$ cat config.mk
export PLATFORM = sky130hd
export DESIGN_NAME = trim_pwm_sequencer
export DESIGN_NICKNAME = d
export VERILOG_FILES = /design/src/rtl/trim_pwm_pkg.sv /design/src/rtl/trim_pwm_ramp.sv /design/src/rtl/trim_pwm_sequencer.sv
export SDC_FILE = /design/constraint.sdc
export NUM_CORES = 1
export LEC_CHECK = 0
export ABC_AREA = 1
export BUFFER_PORTS_ARGS = -buffer_cell sky130_fd_sc_hd__buf_2
export CORE_MARGIN = 4
export CORE_UTILIZATION = 55
export DETAILED_ROUTE_END_ITERATION = 7
export GPL_ROUTABILITY_DRIVEN = 0
export PLACE_DENSITY = 0.76
export SETUP_SLACK_MARGIN = 0.1
export SYNTH_ARGS = -nofsm -noshare
export SYNTH_HDL_FRONTEND = slang
export SYNTH_SLANG_ARGS = --single-unit
$ cat constraint.sdc
create_clock -name clock -period 12.45 [get_ports clock]
set_input_delay 1.8675 -clock clock [delete_from_list [all_inputs] [get_ports clock]]
set_output_delay 1.8675 -clock clock [all_outputs]
set_load 0.02 [all_outputs]
$ cat src/rtl/trim_pwm_pkg.sv
// ----------------------------------------------------------------------------
// trim_pwm_pkg
// Shared definitions for the trim PWM sequencer: the per-channel ramp state,
// channel index constants and the counter terminal-value helper.
// ----------------------------------------------------------------------------
package trim_pwm_pkg;

    typedef enum logic {
        IDLE = 1'b0,
        RAMP = 1'b1
    } ramp_state_t;

    localparam int CH_PWM1 = 0;
    localparam int CH_PWM2 = 1;

    // Largest value a counter of the given resolution can hold.
    function automatic int unsigned max_count(input int unsigned res);
        return (32'd1 << res) - 32'd1;
    endfunction

endpackage

$ cat src/rtl/trim_pwm_ramp.sv
// ----------------------------------------------------------------------------
// trim_pwm_ramp
// One channel of the trim PWM sequencer. Latches the most recently accepted
// target and walks the active compare value toward it by at most `step`
// counts per PWM period, only at terminal count so a pulse is never cut short.
//
// Ports
//   clock, reset_n : clock and asynchronous active-low reset
//   tc             : terminal count of the shared period counter (en folded in)
//   accept         : a new target is accepted this cycle
//   new_target     : target value accompanying accept
//   step           : maximum compare change per period (0 behaves as 1)
//   cmp            : active compare value
//   busy           : channel is ramping
//   done           : one-cycle pulse when the compare value reaches target
// ----------------------------------------------------------------------------
module trim_pwm_ramp
    import trim_pwm_pkg::*;
#(
    parameter int DATA_W = 8
) (
    input  logic              clock,
    input  logic              reset_n,
    input  logic              tc,
    input  logic              accept,
    input  logic [DATA_W-1:0] new_target,
    input  logic [DATA_W-1:0] step,
    output logic [DATA_W-1:0] cmp,
    output logic              busy,
    output logic              done
);

    ramp_state_t       state;
    logic [DATA_W-1:0] target;
    logic [DATA_W-1:0] cmp_next;

    // Move cur toward tgt by min(max(stp,1), |tgt-cur|). One extra bit keeps
    // the signed difference exact, so the result can neither wrap nor
    // overshoot the target.
    function automatic logic [DATA_W-1:0] step_toward(
        input logic [DATA_W-1:0] cur,
        input logic [DATA_W-1:0] tgt,
        input logic [DATA_W-1:0] stp
    );
        logic signed [DATA_W:0] diff;
        logic signed [DATA_W:0] mag;
        logic signed [DATA_W:0] lim;
        logic signed [DATA_W:0] nxt;
        diff = $signed({1'b0, tgt}) - $signed({1'b0, cur});
        mag  = diff[DATA_W] ? -diff : diff;
        lim  = (stp == '0) ? {{DATA_W{1'b0}}, 1'b1} : $signed({1'b0, stp});
        if (lim > mag) begin
            lim = mag;
        end
        nxt = diff[DATA_W] ? ($signed({1'b0, cur}) - lim)
                           : ($signed({1'b0, cur}) + lim);
        return nxt[DATA_W-1:0];
    endfunction

    assign cmp_next = step_toward(cmp, target, step);
    assign busy     = (state == RAMP);

    always_ff @(posedge clock or negedge reset_n) begin
        if (!reset_n) begin
            state  <= IDLE;
            target <= '0;
            cmp    <= '0;
            done   <= 1'b0;
        end else begin
            done <= 1'b0;
            if (accept) begin
                target <= new_target;
            end
            case (state)
                IDLE: begin
                    if (accept) begin
                        if (new_target != cmp) begin
                            state <= RAMP;
                        end else begin
                            done <= 1'b1;
                        end
                    end
                end
                RAMP: begin
                    if (tc) begin
                        // The step uses the target held before this cycle; a
                        // retarget arriving on the same edge keeps the ramp
                        // alive unless it happens to equal the new value.
                        cmp <= cmp_next;
                        if (cmp_next == target &&
                            (!accept || new_target == cmp_next)) begin
                            state <= IDLE;
                            done  <= 1'b1;
                        end
                    end
                end
            endcase
        end
    end

endmodule

$ cat src/rtl/trim_pwm_sequencer.sv
// ----------------------------------------------------------------------------
// trim_pwm_sequencer
// Dual-output trim PWM: free-running period counter, round-robin arbitration
// of duty updates from two requesters, per-channel bounded ramps and
// registered less-than comparators driving the PWM pins.
//
// Ports
//   clock, reset_n : clock and asynchronous active-low reset
//   en             : counter, ramps and pwm advance only while high
//   req_valid[i]   : requester i offers an update
//   req_ready[i]   : requester i's update is accepted this cycle
//   req_chan[i]    : channel targeted by requester i (0 = pwm1, 1 = pwm2)
//   req_target     : slice i is requester i's compare target
//   step           : maximum compare change per period (0 behaves as 1)
//   count          : current counter value
//   cmp1, cmp2     : active compare values
//   pwm1, pwm2     : registered (count < cmpN)
//   tc             : en && count == MAX
//   busy[c]        : channel c ramping
//   done[c]        : one-cycle pulse when channel c reaches its target
// ----------------------------------------------------------------------------
module trim_pwm_sequencer
    import trim_pwm_pkg::*;
#(
    parameter int DATA_W = 8
) (
    input  logic                clock,
    input  logic                reset_n,
    input  logic                en,
    input  logic [1:0]          req_valid,
    output logic [1:0]          req_ready,
    input  logic [1:0]          req_chan,
    input  logic [2*DATA_W-1:0] req_target,
    input  logic [DATA_W-1:0]   step,
    output logic [DATA_W-1:0]   count,
    output logic [DATA_W-1:0]   cmp1,
    output logic [DATA_W-1:0]   cmp2,
    output logic                pwm1,
    output logic                pwm2,
    output logic                tc,
    output logic [1:0]          busy,
    output logic [1:0]          done
);

    localparam logic [DATA_W-1:0] MAX     = DATA_W'(max_count(DATA_W));
    localparam logic              SEL_CH1 = 1'(CH_PWM1);
    localparam logic              SEL_CH2 = 1'(CH_PWM2);

    logic              rr_ptr;
    logic              collide;
    logic [1:0]        accept;
    logic [DATA_W-1:0] target0;
    logic [DATA_W-1:0] target1;
    logic [DATA_W-1:0] new_target1;
    logic [DATA_W-1:0] new_target2;

    assign target0 = req_target[DATA_W-1:0];
    assign target1 = req_target[2*DATA_W-1:DATA_W];
    assign tc      = en && (count == MAX);

    // Different channels never contend; on a same-channel collision the
    // pointer names the winner.
    always_comb begin
        collide      = (&req_valid) && (req_chan[0] == req_chan[1]);
        req_ready[0] = req_valid[0] && (!collide || !rr_ptr);
        req_ready[1] = req_valid[1] && (!collide ||  rr_ptr);

        accept[0]   = (req_ready[0] && req_chan[0] == SEL_CH1) ||
                      (req_ready[1] && req_chan[1] == SEL_CH1);
        accept[1]   = (req_ready[0] && req_chan[0] == SEL_CH2) ||
                      (req_ready[1] && req_chan[1] == SEL_CH2);
        new_target1 = (req_ready[1] && req_chan[1] == SEL_CH1) ? target1 : target0;
        new_target2 = (req_ready[1] && req_chan[1] == SEL_CH2) ? target1 : target0;
    end

    // A contended grant always goes to rr_ptr, so the loser is its inverse.
    always_ff @(posedge clock or negedge reset_n) begin
        if (!reset_n) begin
            rr_ptr <= 1'b0;
        end else if (collide) begin
            rr_ptr <= ~rr_ptr;
        end
    end

    always_ff @(posedge clock or negedge reset_n) begin
        if (!reset_n) begin
            count <= '0;
            pwm1  <= 1'b0;
            pwm2  <= 1'b0;
        end else if (en) begin
            count <= count + 1'b1;
            pwm1  <= (count < cmp1);
            pwm2  <= (count < cmp2);
        end
    end

    trim_pwm_ramp #(.DATA_W(DATA_W)) u_ramp1 (
        .clock      (clock),
        .reset_n    (reset_n),
        .tc         (tc),
        .accept     (accept[0]),
        .new_target (new_target1),
        .step       (step),
        .cmp        (cmp1),
        .busy       (busy[0]),
        .done       (done[0])
    );

    trim_pwm_ramp #(.DATA_W(DATA_W)) u_ramp2 (
        .clock      (clock),
        .reset_n    (reset_n),
        .tc         (tc),
        .accept     (accept[1]),
        .new_target (new_target2),
        .step       (step),
        .cmp        (cmp2),
        .busy       (busy[1]),
        .done       (done[1])
    );

endmodule

# Word level (Yosys, flattened, before mapping)

Cells that the tools add are included.

Add/subtract/negate cells: 9
$lt $le $gt $ge: 4
Equality and inequality tests: 8
Multiplexer cells: 29
Bitwise operators: 5
Reduce and logical (&&, ||, !) cells: 24

Operator list:

| cell                                                          | number |
|---|---|
| 8-bit 2-to-1 mux                                              | 7 |
| 8-bit equality test                                           | 4 |
| 9-bit greater-than comparator                                 | 2 |
| 9-bit 2-to-1 mux                                              | 2 |
| 9-bit negation                                                | 2 |
| 8-bit by 8-bit subtractor with 9-bit output                   | 2 |
| 8-bit adder                                                   | 2 |
| 8-bit less-than comparator                                    | 2 |
| 1-bit 2-to-1 mux                                              | 16 |
| 8-bit inequality test                                         | 2 |
| 8-bit subtractor                                              | 2 |
| 1-bit logical AND                                             | 10 |
| 8-bit by 1-bit adder with 8-bit output, second input constant | 1 |
| 8-bit equality test, second input constant                    | 1 |
| 8-bit logical NOT                                             | 1 |
| 1-bit case mux with 2 select lines                            | 4 |
| 1-bit logical OR                                              | 6 |
| 2-bit AND reduction                                           | 3 |
| 1-bit NOT                                                     | 5 |
| 1-bit logical NOT                                             | 4 |
| 1-bit equality test                                           | 1 |

Register bits after elaboration: 47
Output and inout bits: 33
Logic and storage cells: 91

# Depth between registers and ports, before layout

Gate-level depths: netlist of the first run.

Depth in word-level cells: 13
Depth in mapped cells: 48

# By module

From an unflattened synthesis of the first run, not the netlist that was laid out.

Cell total of the unflattened synthesis: 910
Area total of the unflattened synthesis: 5964.5 um2

By module, submodules not included:

| module                   | times used | cells an instance | area an instance (um2) | seq. area each (um2) |
|---|---|---|---|---|
| trim_pwm_ramp at u_ramp1 | 1          | 372               | 2374.8                 | 450.4 |
| trim_pwm_ramp at u_ramp2 | 1          | 358               | 2354.8                 | 450.4 |
| trim_pwm_sequencer       | 1          | 180               | 1234.9                 | 275.3 |

# Least setup slack after synthesis of the first run

No wires, ideal clock.

Path type: input port to flip-flop
Start point: in step[2]
End point: reg u_ramp1.state, in the netlist u_ramp1.busy
Arrival time: 5.640 ns
Data required time: 12.333 ns
Setup slack: 6.694 ns
Stages: 31
Buffers on the path: 1
Cell sequence: inv_1 -> nand4_1 -> nor4_1 -> nor2_1 -> ha_1 -> o221ai_1 -> a21oi_1 -> nand2_1 -> nand3_2 -> nand2_2 -> nand2_4 -> nand2_4 -> buf_8 -> nand2_2 -> nand2_2 -> nand2_2 -> o21ai_0 -> xnor2_1 -> ha_1 -> nand2_1 -> nor2_1 -> a211oi_1 -> o21ai_0 -> a21oi_1 -> xor2_1 -> mux2_2 -> a2111o_1 -> nor2_1 -> nand2_1 -> nor2_1 -> nor2_1

Longest elaborated chain between the ends: 12
Elaborated cells between the ends (all ways): 14

RTL lines:

| item                                            | RTL line                                 | source |
|---|---|---|
| from (decl)                                     | trim_pwm_sequencer.sv:34                 | `input logic [DATA_W-1:0] step,` |
| 8-bit logical NOT                               | trim_pwm_ramp.sv:51                      | `lim = (stp == '0) ? {{DATA_W{1'b0}}, 1'b1} : $signed({1'b0, stp});` |
| 8-bit 2-to-1 mux (*)                            | trim_pwm_ramp.sv:51                      |  |
| 9-bit greater-than comparator                   | trim_pwm_ramp.sv:52                      | `if (lim > mag) begin` |
| 8-bit 2-to-1 mux (*)                            | trim_pwm_ramp.sv:52                      |  |
| 8-bit adder or 8-bit subtractor (tied branches) | trim_pwm_ramp.sv:56, trim_pwm_ramp.sv:55 |  |
| 8-bit 2-to-1 mux (*)                            | trim_pwm_ramp.sv:55                      | `nxt = diff[DATA_W] ? ($signed({1'b0, cur}) - lim)` |
| 8-bit equality test                             | trim_pwm_ramp.sv:91                      | `(!accept \|\| new_target == cmp_next)) begin` |
| 1-bit logical OR                                | trim_pwm_ramp.sv:91                      |  |
| 1-bit logical AND (*)                           | trim_pwm_ramp.sv:90                      | `if (cmp_next == target &&` |
| 1-bit 2-to-1 mux (*)                            | trim_pwm_ramp.sv:90                      |  |
| 1-bit 2-to-1 mux (*)                            | trim_pwm_ramp.sv:85                      | `if (tc) begin` |
| 1-bit case mux with 2 select lines (*)          | trim_pwm_ramp.sv:74                      | `case (state)` |
| to (signal assigned)                            | trim_pwm_ramp.sv:65                      | `state <= IDLE;` |
| to (signal assigned)                            | trim_pwm_ramp.sv:78                      | `state <= RAMP;` |
| to (signal assigned)                            | trim_pwm_ramp.sv:92                      | `state <= IDLE;` |
| to (decl)                                       | trim_pwm_ramp.sv:33                      | `ramp_state_t state;` |

Mark *: on every way between the ends. The rest lies on a longest branch, timed or not.
A chain may end at the register's enable or synchronous reset.

# Final worst setup path of the first run

Start point: reg u_ramp2.cmp[1]
End point: reg u_ramp2.done

Longest elaborated chain between the ends: 13
Elaborated cells between the ends (all ways): 18

RTL lines:

| item                                            | RTL line                                 | source |
|---|---|---|
| from (decl)                                     | trim_pwm_ramp.sv:28                      | `output logic [DATA_W-1:0] cmp,` |
| from (signal assigned)                          | trim_pwm_ramp.sv:89                      | `cmp <= cmp_next;` |
| 8-bit by 8-bit subtractor with 9-bit output     | trim_pwm_ramp.sv:49                      | `diff = $signed({1'b0, tgt}) - $signed({1'b0, cur});` |
| 9-bit negation                                  | trim_pwm_ramp.sv:50                      | `mag = diff[DATA_W] ? -diff : diff;` |
| 9-bit 2-to-1 mux                                | trim_pwm_ramp.sv:50                      |  |
| 9-bit greater-than comparator                   | trim_pwm_ramp.sv:52                      |  |
| 8-bit 2-to-1 mux                                | trim_pwm_ramp.sv:52                      |  |
| 8-bit adder or 8-bit subtractor (tied branches) | trim_pwm_ramp.sv:56, trim_pwm_ramp.sv:55 |  |
| 8-bit 2-to-1 mux                                | trim_pwm_ramp.sv:55                      |  |
| 8-bit equality test                             | trim_pwm_ramp.sv:91                      |  |
| 1-bit logical OR                                | trim_pwm_ramp.sv:91                      |  |
| 1-bit logical AND                               | trim_pwm_ramp.sv:90                      |  |
| 1-bit 2-to-1 mux                                | trim_pwm_ramp.sv:90                      |  |
| 1-bit 2-to-1 mux                                | trim_pwm_ramp.sv:85                      |  |
| 1-bit case mux with 2 select lines (*)          | trim_pwm_ramp.sv:74                      |  |
| to (signal assigned)                            | trim_pwm_ramp.sv:70                      | `done <= 1'b0;` |
| to (signal assigned)                            | trim_pwm_ramp.sv:80                      | `done <= 1'b1;` |
| to (signal assigned)                            | trim_pwm_ramp.sv:93                      | `done <= 1'b1;` |
| to (decl)                                       | trim_pwm_ramp.sv:30                      | `output logic done` |

Marks and branches as above.

==> impl_metrics.csv, run 1 <==
group,metric,value,unit
run_status,status,"finished, final reports clean",
cells_and_area,diodes,0,
pwr,power.static_leakage,0.00327,uW
pwr,combPwrFrac,76.1,%
cells_and_area,layout.filler_cells,911,
worst_setup_path,setup.worst_path.start,"u_ramp2.cmp[1]",
floorplanning,core_region_area,9950,sq um
yosys,register_bit_total_from_synthesis,47,
worst_setup_path,critical-path-max-stage-delay,0.50,ns
pwr,ir_drop,0.000117,V
clock_network,cts_tree,"done",
timing,final_period_minus_worst_setup_slack,6.75,ns
clock_network,htree_levels,2,
cells_and_area,drive_gt1_share,14.9,%
yosys,syn_area,5700,sq um
hold_path,hold_path_origin,"pwm1",
timing,holdWs,0.495,ns
yosys,ys_warn_count,0,
clock_network,cts_resized,0,
worst_setup_path,worstSetupEndpointType,"flop",
detailed_routing,antenna_left,0,
timing,achievable-frequency,0.148,GHz
pwr,power_frac_clock,7.8,%
timing,post-route-period-util,54.2,%
pwr,p_sw_share,55.1,%
flow_run,maxCapViolCount,0,
timing,grt_setup_unrepaired,"false",
detailed_routing,avgViaCountPerCell,5.53,
yosys,synth_largest_area_cell,"sky130_fd_sc_hd__dfrtp_1",
worst_setup_path,worstPathRequired,12.64,ns
worst_setup_path,timing.rr.start,"u_ramp2.cmp[1]",
place,dpl_cell_area,6040,sq um
timing,report.final.slew_viol_count,0,
yosys,syn_nets,913,
place,dp.final_hpwl,12.4,mm
yosys,yosysTopAreaCellShare,20.6,%
yosys,synthTopCellsByArea,"sky130_fd_sc_hd__dfrtp_1 21%, sky130_fd_sc_hd__ha_1 13%, sky130_fd_sc_hd__nand2_1 12%",
floorplanning,number_of_top_level_pins,64,
pwr,seq_power_share,16.0,%
place,buffer_ports.inserted,63,
worst_setup_path,setup.worst_path.class,"flop to flop",
timing,worst-slew-pin-transition,1.08,ns
worst_setup_path,timing.critical_path.fanout_max,15,
pwr,net-switching-power,710,uW
floorplanning,die_y,110,um
global_route,grt_use_total,26.1,%
worst_setup_path,timing.critical_path.from_type,"flop",
detailed_routing,remaining_drc_errors,0,
detailed_routing,number_of_detailed_route_iterations_in_the_first_pass,5,
timing,finalHoldViolations,0,
yosys,synth.yosys.seq_area_share,20.6,%
timing,fin_tns_setup,0,ns
timing,normalized_max_slew_margin,28.2,%
timing,setup-violations-final,0,
global_route,via_count_of_the_first_global_routing_pass,5452,
floorplanning,placement_rows,36,
detailed_routing,route.final.wire_length,14.9,mm
timing,timing.clock.skew,0.0101,ns
yosys,post_synth_top_flop,"sky130_fd_sc_hd__dfrtp_1",
cells_and_area,layout_common_cells,"180 x sky130_fd_sc_hd__nand2_1, 120 x sky130_fd_sc_hd__inv_1, 64 x sky130_fd_sc_hd__o21ai_0",
yosys,synthesis.instances,817,
clock_network,clock_latency,0.31,ns
yosys,synth-edff-count,0,
pwr,power_density,210,nW/um^2
floorplanning,fp.dieArea,12100,sq um
yosys,synth_area_per_cell,6.98,sq um
cells_and_area,nNetsFinal,962,
detailed_routing,avgRoutedWirePerCell,14.9,um
cells_and_area,flow.area_growth_from_synthesis,7.57,%
clock_network,cts.sink_count,47,
worst_setup_path,cp.arrival,6.94,ns
yosys,async_reset_ff_share,100,%
global_route,grt_max_degree,48,
clock_network,cts-root-to-sink-buffers,2,
clock_network,clock-root-buffer,"sky130_fd_sc_hd__clkbuf_8",
floorplanning,die_wd,110,um
clock_network,clk_pin_slew_worst_paths,0.10,ns
global_route,antenna_found_initial,0,
hold_path,worst_hold_path_type,"flop to flop",
clock_network,cts_inserted_buffers,5,
clock_network,cts.hold.buffers_added,0,
pwr,internal-power,577,uW
detailed_routing,drt_iter0_drc,357,
global_route,global_route.overflow_total,0,
cells_and_area,design_area,6130,sq um
worst_setup_path,critical_path.most_common_cell,"sky130_fd_sc_hd__nand2_1",
global_route,wire_length_of_the_first_global_routing_pass,25.4,mm
worst_setup_path,critical_path.slowest_cell,"sky130_fd_sc_hd__fa_1",
clock_network,number_of_buffers_inserted_to_repair_setup_after_cts,0,
detailed_routing,routed-via-count,5528,
floorplanning,initial_utilization,57.3,%
yosys,synth_cell_types,52,
cells_and_area,finish.utilization,61.6,%
cells_and_area,commonest_non_fill_non_tap_cell_in_the_layout,"sky130_fd_sc_hd__nand2_1",
## synthesized netlist by cell type, drive strengths merged, types with 3 or more instances
cell / count
or2: 4
dfrtp: 47
o21bai: 3
nand3: 56
a21oi: 38
and2: 7
nor4: 5
nor2: 45
xnor2: 18
fa: 4
a211oi: 3
xor2: 53
ha: 61
buf: 12
clkbuf: 9
nand4: 12
o221ai: 4
o21ai: 73
o22ai: 3
clkinv: 3
nand2: 206
inv: 124
nand3b: 5
nor3: 7
## critical path: cells and delay by family (launching register included)
| family | cells | cell delay (ns) |
|---|---|---|
| simple gates | 24 | 2.88 |
| compound gates | 8 | 1.17 |
| fa+ha+maj | 3 | 1.09 |
| buf+inv | 5 | 0.54 |
| xor+xnor | 2 | 0.48 |
| flops | 1 | 0.46 |
## cells by family after synthesis
logic type      count (synthesis)  synth area share, %
flops                          47                 20.6
xor+xnor                       71                 11.0
simple gates                  348                 28.6
fa+ha+maj                      65                 14.8
buf+inv                       148                 10.8
compound gates                137                 13.9
mux                             1                0.197
## path summary, 6_finish.rpt
path / end / slack [ns] / cells after the start
worst max register to register: u_ramp2.done / 5.70 / 42
min in group asynchronous: rr_ptr / 1.75 / 1
max in group asynchronous: u_ramp2.cmp[4] / 10.04 / 1
worst min register to register: pwm1 / 0.50 / 2
worst min-delay path: pwm1 / 0.50 / 2
worst max-delay path: u_ramp2.done / 5.70 / 42
## flip-flops by register name, indices dropped and copies added, names as in the netlist, 8 cells and up
signal and cells:
count 8, u_ramp1.cmp 8, u_ramp1.target 8, u_ramp2.cmp 8, u_ramp2.target 8
## power by group through the flow
| stage | clock, uW | sequential [uW] | combinational (uW) |
|---|---|---|---|
| floorplan | 0 | 211 | 771 |
| global placement | 0 | 207 | 927 |
| detailed placement | 0 | 208 | 962 |
| CTS | 102 | 205 | 972 |
| global route | 109 | 209 | 1090 |
| finish | 101 | 207 | 980 |
## per-stage QoR
step                cells  power, uW  setup WS, ns
detailed placement    992       1170          5.82
floorplan             817        982          6.69
CTS                  1000       1280          5.85
finish               1000       1290          5.70
global route         1000       1410          5.16
global placement      992       1130          6.05
## per-layer routing
layer / share of wire (%) / wire length (um) / track usage, % / up-vias
li1: - / - / - / 2743
met1: 44 / 6510 / 34.4 / 2559
met2: 48 / 7200 / 45.4 / 197
met3: 6.0 / 895 / 2.99 / 29
met4: 1.9 / 278 / 6.06 / 0
met5: 0 / 0 / 0 / -
## final cells by class
| cell class | count | area (sq um) | share of cell area, % |
|---|---|---|---|
| multi-input combinational | 622 | 3910 | 63.7 |
| inverter | 127 | 477 | 7.77 |
| timing repair buffer | 63 | 315 | 5.14 |
| clock buffer | 5 | 68.8 | 1.12 |
| clock inverter | 3 | 22.5 | 0.367 |
| sequential | 47 | 1180 | 19.2 |
| tap | 133 | 166 | 2.71 |
(Power assumes the default switching activity.)
==> inputs of run 2 (changes only) <==
PLACE_DENSITY = 0.79   (was 0.76)
clock period = 6.1 ns   (was 12.45 ns; I/O delays follow)
==> impl_metrics.csv, run 2 (same netlist as run 1, synthesis figures left out) <==
group,metric,value,unit
global_route,grt_use_total,24.8,%
floorplanning,die_y,110,um
worst_setup_path,worstPathRequired,6.32,ns
worst_setup_path,timing.rr.start,"u_ramp1.target[0]",
clock_network,htree_levels,2,
worst_setup_path,timing.critical_path.fanout_max,10,
clock_network,cts_tree,"done",
timing,report.final.slew_viol_count,0,
run_status,status,"finished, final reports clean",
global_route,wire_length_of_the_first_global_routing_pass,24.0,mm
timing,grt_setup_unrepaired,"true",
global_route,global_route.overflow_total,0,
worst_setup_path,top_cell_family_by_delay_on_the_critical_path,"simple AND/OR/NAND/NOR gates",
detailed_routing,routed-via-count,5802,
timing,normalized_max_slew_margin,29.6,%
worst_setup_path,worst-r2r-setup-slack,0.02,ns
cells_and_area,layout_common_cells,"164 x sky130_fd_sc_hd__nand2_1, 106 x sky130_fd_sc_hd__inv_1, 63 x sky130_fd_sc_hd__buf_2",
global_route,antenna_found_initial,0,
clock_network,clk_pin_slew_worst_paths,0.11,ns
timing,setup-violations-final,0,
worst_setup_path,setup.worst_path.class,"flop to flop",
detailed_routing,drt-met1-wl,7.06,mm
detailed_routing,drt_iter0_drc,315,
pwr,ir_drop,0.000274,V
clock_network,clock_latency,0.31,ns
cells_and_area,finish.utilization,72.7,%
floorplanning,fp.dieArea,12100,sq um
hold_path,worst_hold_path_type,"flop to flop",
floorplanning,number_of_top_level_pins,64,
global_route,via_count_of_the_first_global_routing_pass,5100,
detailed_routing,avgRoutedWirePerCell,15.6,um
place,buffer_ports.inserted,63,
worst_setup_path,critical_path.slowest_cell,"sky130_fd_sc_hd__fa_2",
timing,final_period_minus_worst_setup_slack,6.08,ns
worst_setup_path,worst-path-buf-inv,5,
cells_and_area,layout.filler_cells,784,
clock_network,cts-root-to-sink-buffers,2,
worst_setup_path,critical-path-max-stage-delay,0.44,ns
detailed_routing,met2_routed_wl,8.17,mm
cells_and_area,diodes,0,
timing,finalHoldViolations,0,
floorplanning,core_region_area,9950,sq um
place,dp.final_hpwl,11.9,mm
detailed_routing,highest-signal-layer,"met4",
detailed_routing,route.final.wire_length,16.6,mm
cells_and_area,drive_gt1_share,31.3,%
pwr,power_density,481,nW/um^2
floorplanning,placement_rows,36,
worst_setup_path,worstSetupEndpointType,"flop",
clock_network,cts_inserted_buffers,5,
cells_and_area,nNetsFinal,1028,
detailed_routing,remaining_drc_errors,0,
clock_network,cts.hold.buffers_added,0,
timing,timing.clock.skew,0.0197,ns
pwr,power,3480,uW
flow_run,maxCapViolCount,0,
detailed_routing,routed_wl_met3,1.04,mm
timing,achievable-frequency,0.164,GHz
worst_setup_path,worstRegToRegCells,36,
timing,worst-slew-pin-transition,1.06,ns
global_route,grt_max_degree,48,
detailed_routing,number_of_detailed_route_iterations_in_the_first_pass,5,
worst_setup_path,timing.critical_path.from_type,"flop",
worst_setup_path,critical_path.most_common_cell,"sky130_fd_sc_hd__nor2_1",
cells_and_area,flow.area_growth_from_synthesis,26.9,%
worst_setup_path,worstSetupPathDepth,36,
timing,post-route-period-util,99.7,%
worst_setup_path,critical_path.reg2reg.endpoint,"u_ramp1.busy",
timing,fin_tns_setup,0,ns
pwr,power.static_leakage,0.00371,uW
worst_setup_path,setup.worst_path.start,"u_ramp1.target[0]",
clock_network,clock-root-buffer,"sky130_fd_sc_hd__clkbuf_8",
worst_setup_path,cp.arrival,6.30,ns
clock_network,cts.sink_count,47,
floorplanning,die_wd,110,um
timing,holdWs,0.496,ns
worst_setup_path,crit_end,"u_ramp1.busy",
cells_and_area,commonest_non_fill_non_tap_cell_in_the_layout,"sky130_fd_sc_hd__nand2_1",
floorplanning,initial_utilization,57.3,%
detailed_routing,avgViaCountPerCell,5.44,
detailed_routing,antenna_left,0,
## run 2: cell count changes in the layout (fill, tap and decap cells not counted), moves of 8 or more
cell                      before  now
sky130_fd_sc_hd__buf_4         0   62
sky130_fd_sc_hd__inv_1       120  106
sky130_fd_sc_hd__ha_4          0    9
sky130_fd_sc_hd__nand2_1     180  164
sky130_fd_sc_hd__inv_2         4   17
sky130_fd_sc_hd__nor2_1       40   32
sky130_fd_sc_hd__a21oi_1      33   25
sky130_fd_sc_hd__nand2_4       5   14
sky130_fd_sc_hd__ha_1         61   49
sky130_fd_sc_hd__xor2_1       53   45
## run 2: how the worst min path moves through the flow
stage	start	end	cells after the start
after floorplan	rr_ptr	rr_ptr	1
after global placement	pwm1	pwm1	2
after detailed placement	pwm1	pwm1	2
after CTS	pwm1	pwm1	2
after global routing	pwm2	pwm2	2
final	pwm1	pwm1	2
## run 2: worst min-delay path: stages (launching register included)
cell                      delay (ns)
sky130_fd_sc_hd__dfrtp_1        0.35
sky130_fd_sc_hd__nand2_1        0.05
sky130_fd_sc_hd__o21ai_0        0.06
## run 2: metrics by stage
step | instances | worst slack (ns) | area (sq um)
6_report | 1066 | 0.0154 | 7240
2_1_floorplan | 817 | 0.504 | 5700
3_5_place_dp | 1012 | 0.0666 | 6190
3_3_place_gp | 1012 | 0.110 | 6190
4_1_cts | 1021 | 0.114 | 6340
5_1_grt | 1066 | -0.179 | 7240
## run 2: layout make-up
type / instances / area [sq um] / area share, %
multi-input combinational: 622 / 4470 / 61.8
sequential: 47 / 1180 / 16.3
timing repair buffer: 129 / 823 / 11.4
inverter: 127 / 482 / 6.66
tap: 133 / 166 / 2.30
clock buffer: 5 / 68.8 / 0.951
clock inverter: 3 / 47.5 / 0.657
## run 2: power by group
group	internal [uW]	switching [uW]	total [uW]	leakage, uW
registers	354	67.1	421	0.000577
clock network	124	116	241	0.0000587
logic	1250	1570	2820	0.00307
## run 2: what timing repair did
| item | in CTS | in global routing |
|---|---|---|
| pin swaps | 2 | 76 |
| resized for setup | 5 | 131 |
| setup buffers | 1 | 45 |
| endpoints found under the setup margin | 3 | 6 |
## run 2: layer usage
layer	vias to the layer above	track usage, %
met3	32	3.35
met1	2706	34.1
met2	185	41.4
li1	2879	-
met5	-	0
met4	0	5.34
